## src/rtl/second_chance_victim_select.sv

```systemverilog
// Second-chance (clock-hand) victim selector for one table bucket: one reference bit per way,
// a rotating hand, and a valid/ready handshake that hands out the chosen victim way.
module second_chance_victim_select #(
  parameter int WAYS = 4,
  localparam int WAY_W = $clog2(WAYS)
) (
  input  logic             clk,
  input  logic             reset,
  input  logic             hit_valid_i,
  input  logic [WAY_W-1:0] hit_way_i,
  input  logic             insert_valid_i,
  output logic             insert_ready_o,
  output logic             victim_valid_o,
  output logic [WAY_W-1:0] victim_way_o,
  input  logic             victim_ready_i,
  output logic [WAYS-1:0]  ref_bits_o,
  output logic [WAY_W-1:0] hand_o,
  output logic [1:0]       state_o
);

  // Handshakes: insert is accepted on an edge where insert_valid_i && insert_ready_o;
  // the victim transfers on an edge where victim_valid_o && victim_ready_i. Valid, once
  // raised, stays high with a stable way until that transfer.

  localparam logic [1:0] ST_IDLE = 2'd0;
  localparam logic [1:0] ST_SCAN = 2'd1;
  localparam logic [1:0] ST_DONE = 2'd2;

  localparam logic [WAY_W:0]   WAYS_L   = (WAY_W+1)'(WAYS);
  localparam logic [WAY_W-1:0] LAST_WAY = WAY_W'(WAYS - 1);

  logic [1:0]       state_q, state_d;
  logic [WAYS-1:0]  ref_q, ref_d;
  logic [WAY_W-1:0] hand_q, hand_d;
  logic [WAY_W-1:0] victim_q, victim_d;
  logic [WAYS-1:0]  hit_mask;
  logic [WAY_W-1:0] hand_next;
  logic             hit_in_range;

  // Out-of-range hit indices only exist when WAYS is not a power of two.
  assign hit_in_range = ({1'b0, hit_way_i} < WAYS_L);

  always_comb begin
    hit_mask = '0;
    for (int i = 0; i < WAYS; i++) begin
      hit_mask[i] = hit_valid_i && hit_in_range && (hit_way_i == WAY_W'(i));
    end
  end

  assign hand_next = (hand_q == LAST_WAY) ? '0 : hand_q + 1'b1;

  always_comb begin
    state_d  = state_q;
    ref_d    = ref_q;
    hand_d   = hand_q;
    victim_d = victim_q;
    case (state_q)
      ST_IDLE: begin
        if (insert_valid_i) state_d = ST_SCAN;
      end
      ST_SCAN: begin
        hand_d = hand_next;
        if (ref_q[hand_q]) begin
          ref_d[hand_q] = 1'b0;
        end else begin
          ref_d[hand_q] = 1'b1;
          victim_d      = hand_q;
          state_d       = ST_DONE;
        end
      end
      ST_DONE: begin
        if (victim_ready_i) state_d = ST_IDLE;
      end
      default: state_d = ST_IDLE;
    endcase
    // A concurrent hit always wins over a scan clear; the scan decision above used ref_q.
    ref_d = ref_d | hit_mask;
  end

  always_ff @(posedge clk or negedge reset) begin
    if (!reset) begin
      state_q  <= ST_IDLE;
      ref_q    <= '0;
      hand_q   <= '0;
      victim_q <= '0;
    end else begin
      state_q  <= state_d;
      ref_q    <= ref_d;
      hand_q   <= hand_d;
      victim_q <= victim_d;
    end
  end

  assign insert_ready_o = (state_q == ST_IDLE);
  assign victim_valid_o = (state_q == ST_DONE);
  assign victim_way_o   = victim_q;
  assign ref_bits_o     = ref_q;
  assign hand_o         = hand_q;
  assign state_o        = state_q;

endmodule

```

## config.mk

```make
export PLATFORM = sky130hd
export DESIGN_NAME = second_chance_victim_select
export DESIGN_NICKNAME = d
export VERILOG_FILES = /design/src/rtl/second_chance_victim_select.sv
export SDC_FILE = /design/constraint.sdc
export NUM_CORES = 1
export LEC_CHECK = 0
export BUFFER_PORTS_ARGS = -buffer_cell sky130_fd_sc_hd__buf_2
export CAP_MARGIN = 0
export CORE_AREA = 2 2 39 41
export DETAILED_ROUTE_END_ITERATION = 8
export DIE_AREA = 0 0 41 43
export GPL_TIMING_DRIVEN = 0
export PLACE_DENSITY = 0.75
export RECOVER_POWER = 25
export SETUP_SLACK_MARGIN = 0.05
export SLEW_MARGIN = 20
export SYNTH_ARGS = -nofsm -noshare
export SYNTH_HDL_FRONTEND = slang
export SYNTH_SLANG_ARGS = --single-unit
```

## constraint.sdc

```tcl
create_clock -name clk -period 1.55 [get_ports clk]
set_clock_uncertainty 0.15 [all_clocks]
set_input_delay 0.31 -clock clk [delete_from_list [all_inputs] [get_ports clk]]
set_output_delay 0.31 -clock clk [all_outputs]
set_load 0.02 [all_outputs]
```

==> results of run 1 <==
## cell usage after synthesis
cell / number / share of area [%]
buf_4: 1 / 1.3
a22o_1: 1 / 1.6
mux2i_1: 3 / 5.4
a21oi_1: 2 / 1.8
nor2_1: 2 / 1.3
nor3b_1: 2 / 2.7
nand2b_1: 1 / 1.1
o2bb2ai_1: 1 / 1.6
nand2_1: 3 / 2.0
and3b_1: 1 / 1.6
dfrtp_1: 10 / 45
nand3b_1: 4 / 5.4
mux2_1: 1 / 2.0
a2bb2oi_1: 1 / 1.6
a22oi_2: 1 / 2.2
inv_1: 4 / 2.7
mux2_2: 1 / 2.0
and2b_1: 1 / 1.3
a32oi_1: 2 / 3.1
o21ai_0: 6 / 5.4
ha_1: 4 / 9.0
## flip-flops by register name, summed over array words and instances, names as in the netlist
register	flops
victim_way_o	2
hand_o	2
state_o	2
ref_bits_o	4
## final timing paths
kind	start	end	cells past startpoint
max in group asynchronous	reset	hand_o[0]	2
setup / recovery	state_o[0]	victim_valid_o	3
min in group asynchronous	reset	ref_bits_o[2]	2
setup reg to reg	hand_o[1]	victim_way_o[1]	3
hold / removal	victim_ready_i	state_o[1]	2
hold reg to reg	victim_way_o[1]	victim_way_o[1]	1
## routing by layer
layer,track usage (%),vias to the layer above,share of wire (%)
met5,0,-,0
met2,23.75,16,47
met1,21.93,230,45
met3,4.712,5,4.4
li1,-,239,-
met4,10.00,0,3.3
## per-stage QoR
stage / hold slack [ns] / utilization [%] / area (um2) / power (mW) / worst slack (ns)
floorplan: -0.1356 / - / 565.5 / 1.108 / 0.05513
global placement: 0.03234 / 48.82 / 675.6 / 1.346 / 0.01418
detailed placement: 0.03335 / 48.82 / 675.6 / 1.371 / 0.01195
CTS: 0.07469 / 53.98 / 747.0 / 1.650 / 0.04584
global route: 0.1101 / 55.88 / 773.2 / 1.881 / 0.02298
finish: 0.07501 / 55.88 / 773.2 / 1.739 / 0.05840
## cell families after synthesis
kind of cell               count (synthesis)  share of synthesized area (%)
DFF                                       10                          44.84
muxes                                      5                          9.417
adders and majority gates                  4                          8.969
buffers and inverters                      5                          4.036
and+or+nand+nor                           14                          15.47
AOI/OAI and AO/OA                         14                          17.27
## worst max-delay path: stages (launching register included)
cell	delay, ns
dfrtp_2	0.45
nand2b_4	0.16
inv_2	0.05
buf_6	0.10
## layout make-up
cell class,count,area [um2],area share (%)
clock buffers,4,26.28,3.398
inverters,4,15.01,1.942
multi-input cells,37,319.1,41.26
flip-flops and latches,10,255.2,33.01
well taps,16,20.02,2.589
repair buffers,23,137.6,17.80
## report_power, final
| part | internal [mW] | switching (mW) | total [mW] | leakage (nW) |
|---|---|---|---|---|
| combinational | 0.469 | 0.524 | 0.993 | 0.234 |
| clock | 0.0997 | 0.0953 | 0.195 | 0.0150 |
| sequential | 0.390 | 0.161 | 0.551 | 0.110 |
| total | 0.959 | 0.781 | 1.74 | 0.358 |
## repair_timing
action / CTS / global route
setup buffers: 3 / 1
gates cloned: 0 / 0
endpoints found under the setup margin: 4 / 8
gates resized for setup: 6 / 6
hold buffers: 1 / 0
endpoints found under the hold margin: 10 / 0
pin swaps: 0 / 1
==> flow_metrics.py, run 1 <==
metrics = {
    "grt": {
        "grt_first_pass_wirelength_mm": 1.994,
        "grt_pass1_vias": 471,
        "grt_max_degree": 11,
        "antenna_found_initial": 0,
        "gr-total-overflow": 0,
        "grt_use_total_pct": 16.84,
    },
    "yosys": {
        "avgSynthCellArea_um2": 10.73,
        "syn_nets": 63,
        "ys_ff_latch": 10,
        "ys_types": 21,
        "syn_area_um2": 558.0,
        "yosysSeqAreaShare_pct": 44.84,
        "synthCells": 52,
        "ys_warn_count": 0,
    },
    "floorplanning": {
        "die_x_um": 41,
        "core_area_um2": 1384,
        "ios": 19,
        "rows": 14,
        "die_area_um2": 1763,
        "die_h_um": 43,
        "initial_core_util_pct": 40.33,
    },
    "detailed_routing": {
        "viasPerCell": 5.213,
        "drt-total-wl_mm": 1.195,
        "dr.pass1.iters": 4,
        "drtIter0Drc": 2,
        "routedWlPerCell_um": 12.71,
        "route.antenna.remaining_nets": 0,
        "vias": 490,
        "post-route-drc-count": 0,
    },
    "setup_path": {
        "critPathKind": "reg -> out",
        "worstPathArrival_ns": 1.03,
        "crit_fanout": 7,
        "r2r_slack_ns": 0.08,
        "cp-end-kind": "output pin",
        "start_kind": "register",
        "cp.required_ns": 1.09,
    },
    "clocking": {
        "cts_buffers": 3,
        "tritoncts": "done",
        "cts.sinks": 10,
        "worstSkewPairLatency_ns": 0.28,
        "clk_pin_slew_ns": 0.07,
        "clock_path_buffers": 2,
        "htree_levels": 1,
        "cts_root_buf": "clkbuf_4",
    },
    "place": {
        "gp_congestion": 0.7842,
        "dp_hpwl_um": 869.5,
        "place_inst": 86,
        "io_buffers": 18,
    },
    "sta": {
        "fmax_ghz": 0.6704,
        "final.setup.tns_ns": 0,
        "finalHoldViolCount": 0,
        "setup_viol": 0,
        "rsz0062_at_grt": "true",
        "post-route-period-util_pct": 96.23,
        "period_minus_slack_ns": 1.492,
        "slew_viol_final": 0,
        "slew_headroom_pct": 62.35,
        "tightest_slew_ns": 0.5647,
    },
    "cells_and_area": {
        "antennaDiodeCount": 0,
        "final_common_cell": "buf_2",
        "final_cell_mix": "buf_2, o21ai_0, dfrtp_1",
        "layout-drive-gt1-share_pct": 47.44,
        "n_fill_cell": 123,
        "area_growth_syn_to_layout_pct": 38.57,
        "layoutNonFillerInstCount": 94,
        "finalNetCount": 90,
    },
    "pwr": {
        "leakagePower_nw": 0.3583,
        "vdd_drop_max_mv": 0.9057,
        "powerDensity_nw_per_um2": 2249,
    },
    "job": {
        "maxCapViolations": 0,
    },
    "outcome": {
        "status": "finished, final reports clean",
    },
    "worst_hold_path": {
        "min-delay-path-class": "in -> reg",
    },
}
(Power assumes the default switching activity.)
==> inputs of run 2 (changes only) <==
--- a/config.mk
+++ b/config.mk
@@ -7,11 +7,12 @@
 export LEC_CHECK = 0
 export BUFFER_PORTS_ARGS = -buffer_cell sky130_fd_sc_hd__buf_2
 export CAP_MARGIN = 0
-export CORE_AREA = 2 2 39 41
+export CELL_PAD_IN_SITES_DETAIL_PLACEMENT = 0
+export CELL_PAD_IN_SITES_GLOBAL_PLACEMENT = 2
+export CORE_UTILIZATION = 28
 export DETAILED_ROUTE_END_ITERATION = 8
-export DIE_AREA = 0 0 41 43
 export GPL_TIMING_DRIVEN = 0
-export PLACE_DENSITY = 0.75
+export PLACE_DENSITY = 0.8
 export RECOVER_POWER = 25
 export SETUP_SLACK_MARGIN = 0.05
 export SLEW_MARGIN = 20
==> run 2 against run 1 <==
Compared with the run above: sequential power is essentially flat; maximum frequency shrank 1.1%; setup slack lost 0.016 ns.
==> flow_metrics.py, run 2 (synthesis gave the netlist of run 1 again) <==
metrics = {
    "clocking": {
        "cts.sinks": 10,
        "clk_pin_slew_ns": 0.07,
        "cts_root_buf": "clkbuf_4",
        "htree_levels": 1,
        "tritoncts": "done",
        "worstSkewPairLatency_ns": 0.27,
        "clock_path_buffers": 2,
        "cts_buffers": 3,
    },
    "cells_and_area": {
        "layout-drive-gt1-share_pct": 50.63,
        "final_area_um2": 808.3,
        "finalNetCount": 91,
        "area_growth_syn_to_layout_pct": 44.84,
        "final_cell_mix": "buf_2, dfrtp_1, o21ai_0, buf_4",
        "final_common_cell": "buf_2",
        "antennaDiodeCount": 0,
        "largest_reg_flops": 4,
    },
    "grt": {
        "grt_max_degree": 11,
        "grt_pass1_vias": 418,
        "antenna_found_initial": 0,
        "grt_first_pass_wirelength_mm": 1.904,
        "gr-total-overflow": 0,
        "grt_use_total_pct": 13.37,
    },
    "detailed_routing": {
        "viasPerCell": 4.587,
        "drtIter0Drc": 3,
        "routedWlPerCell_um": 11.38,
        "drt-total-wl_mm": 1.183,
        "dr.pass1.iters": 4,
        "post-route-drc-count": 0,
        "vias": 477,
        "route.antenna.remaining_nets": 0,
    },
    "setup_path": {
        "critPathKind": "reg -> reg",
        "cp.required_ns": 1.55,
        "r2r_end": "victim_way_o[1]",
        "r2r_start": "hand_o[1]",
        "cp-end-kind": "register",
        "r2r_slack_ns": 0.04,
        "worstPathArrival_ns": 1.50,
        "start_kind": "register",
        "r2r_cells": 3,
        "crit_fanout": 5,
    },
    "worst_hold_path": {
        "hp-start": "victim_ready_i",
        "min_to": "state_o[1]",
        "min-delay-path-class": "in -> reg",
        "hold_depth": 2,
    },
    "sta": {
        "fmax_ghz": 0.6632,
        "slew_viol_final": 0,
        "finalHoldViolCount": 0,
        "setup_viol": 0,
        "fin_ws_ns": 0.04213,
        "post-route-period-util_pct": 97.28,
        "slew_headroom_pct": 63.84,
        "rsz0062_at_grt": "true",
        "period_minus_slack_ns": 1.508,
        "final.setup.tns_ns": 0,
        "tightest_slew_ns": 0.5425,
    },
    "place": {
        "pre_cts_ws_ns": -0.04410,
        "io_buffers": 18,
        "placed_area_um2": 686.9,
        "gp_congestion": 0.7340,
        "dp_hpwl_um": 868.7,
    },
    "job": {
        "maxCapViolations": 0,
    },
    "floorplanning": {
        "ios": 19,
        "die_area_um2": 2175,
        "core_area_um2": 1802,
        "die_x_um": 46.64,
        "initial_core_util_pct": 30.97,
        "rows": 15,
        "die_h_um": 46.64,
    },
    "pwr": {
        "leakagePower_nw": 0.3693,
        "powerDensity_nw_per_um2": 2245,
        "vdd_drop_max_mv": 1.106,
    },
    "outcome": {
        "status": "finished, final reports clean",
    },
}
run 2: timing repair:
action,4_1_cts,5_1_grt
hold buffers,1,0
endpoints found under the hold margin,10,0
endpoints found under the setup margin,8,7
buffers inserted,5,0
pin swaps,1,1
resized for setup,12,4
run 2: cell type report:
| cell class | instances | area, um2 |
|---|---|---|
| Fill cell | 194 | 993.5 |
| Multi-Input combinational cell | 37 | 329.1 |
| Sequential cell | 10 | 254.0 |
| Timing Repair Buffer | 24 | 142.6 |
| Clock buffer | 4 | 36.28 |
| Tap cell | 25 | 31.28 |
| Inverter | 4 | 15.01 |
run 2: through the flow:
step | hold slack (ns) | util (%) | total power [mW] | instances
final | 0.07434 | 44.86 | 1.815 | 104
after global placement | 0.03445 | 38.13 | 1.371 | 95
after global routing | 0.09120 | 44.86 | 1.961 | 104
after floorplan | -0.1356 | - | 1.108 | 52
after detailed placement | 0.03345 | 38.13 | 1.375 | 95
after CTS | 0.07135 | 44.65 | 1.819 | 104
run 2: power by group:
part,internal (mW),switching [mW],total [mW]
clock network,0.143,0.0889,0.231
registers,0.387,0.166,0.553
logic,0.496,0.535,1.03
run 2: layer usage:
metal / GRT usage (%) / wire (um)
met1: 16.55 / 573
met4: 5.143 / 0
met5: 0 / 0
met3: 7.059 / 90
met2: 19.44 / 519
run 2: worst max-delay path, stage by stage, from the launching register on:
cell	delay, ns
dfrtp_2	0.48
mux2i_4	0.23
a22oi_2	0.21
mux2_4	0.31
run 2: how the worst max path moves through the flow:
stage	start	depth (start not counted)	to	slack (ns)
floorplan	state_o[0]	4	victim_way_o[1]	0.06
global placement	hand_o[1]	3	state_o[0]	-0.05
detailed placement	hand_o[1]	3	state_o[0]	-0.04
CTS	state_o[0]	3	hand_o[0]	0.02
global route	state_o[0]	3	victim_valid_o	0.007
finish	hand_o[1]	3	victim_way_o[1]	0.04
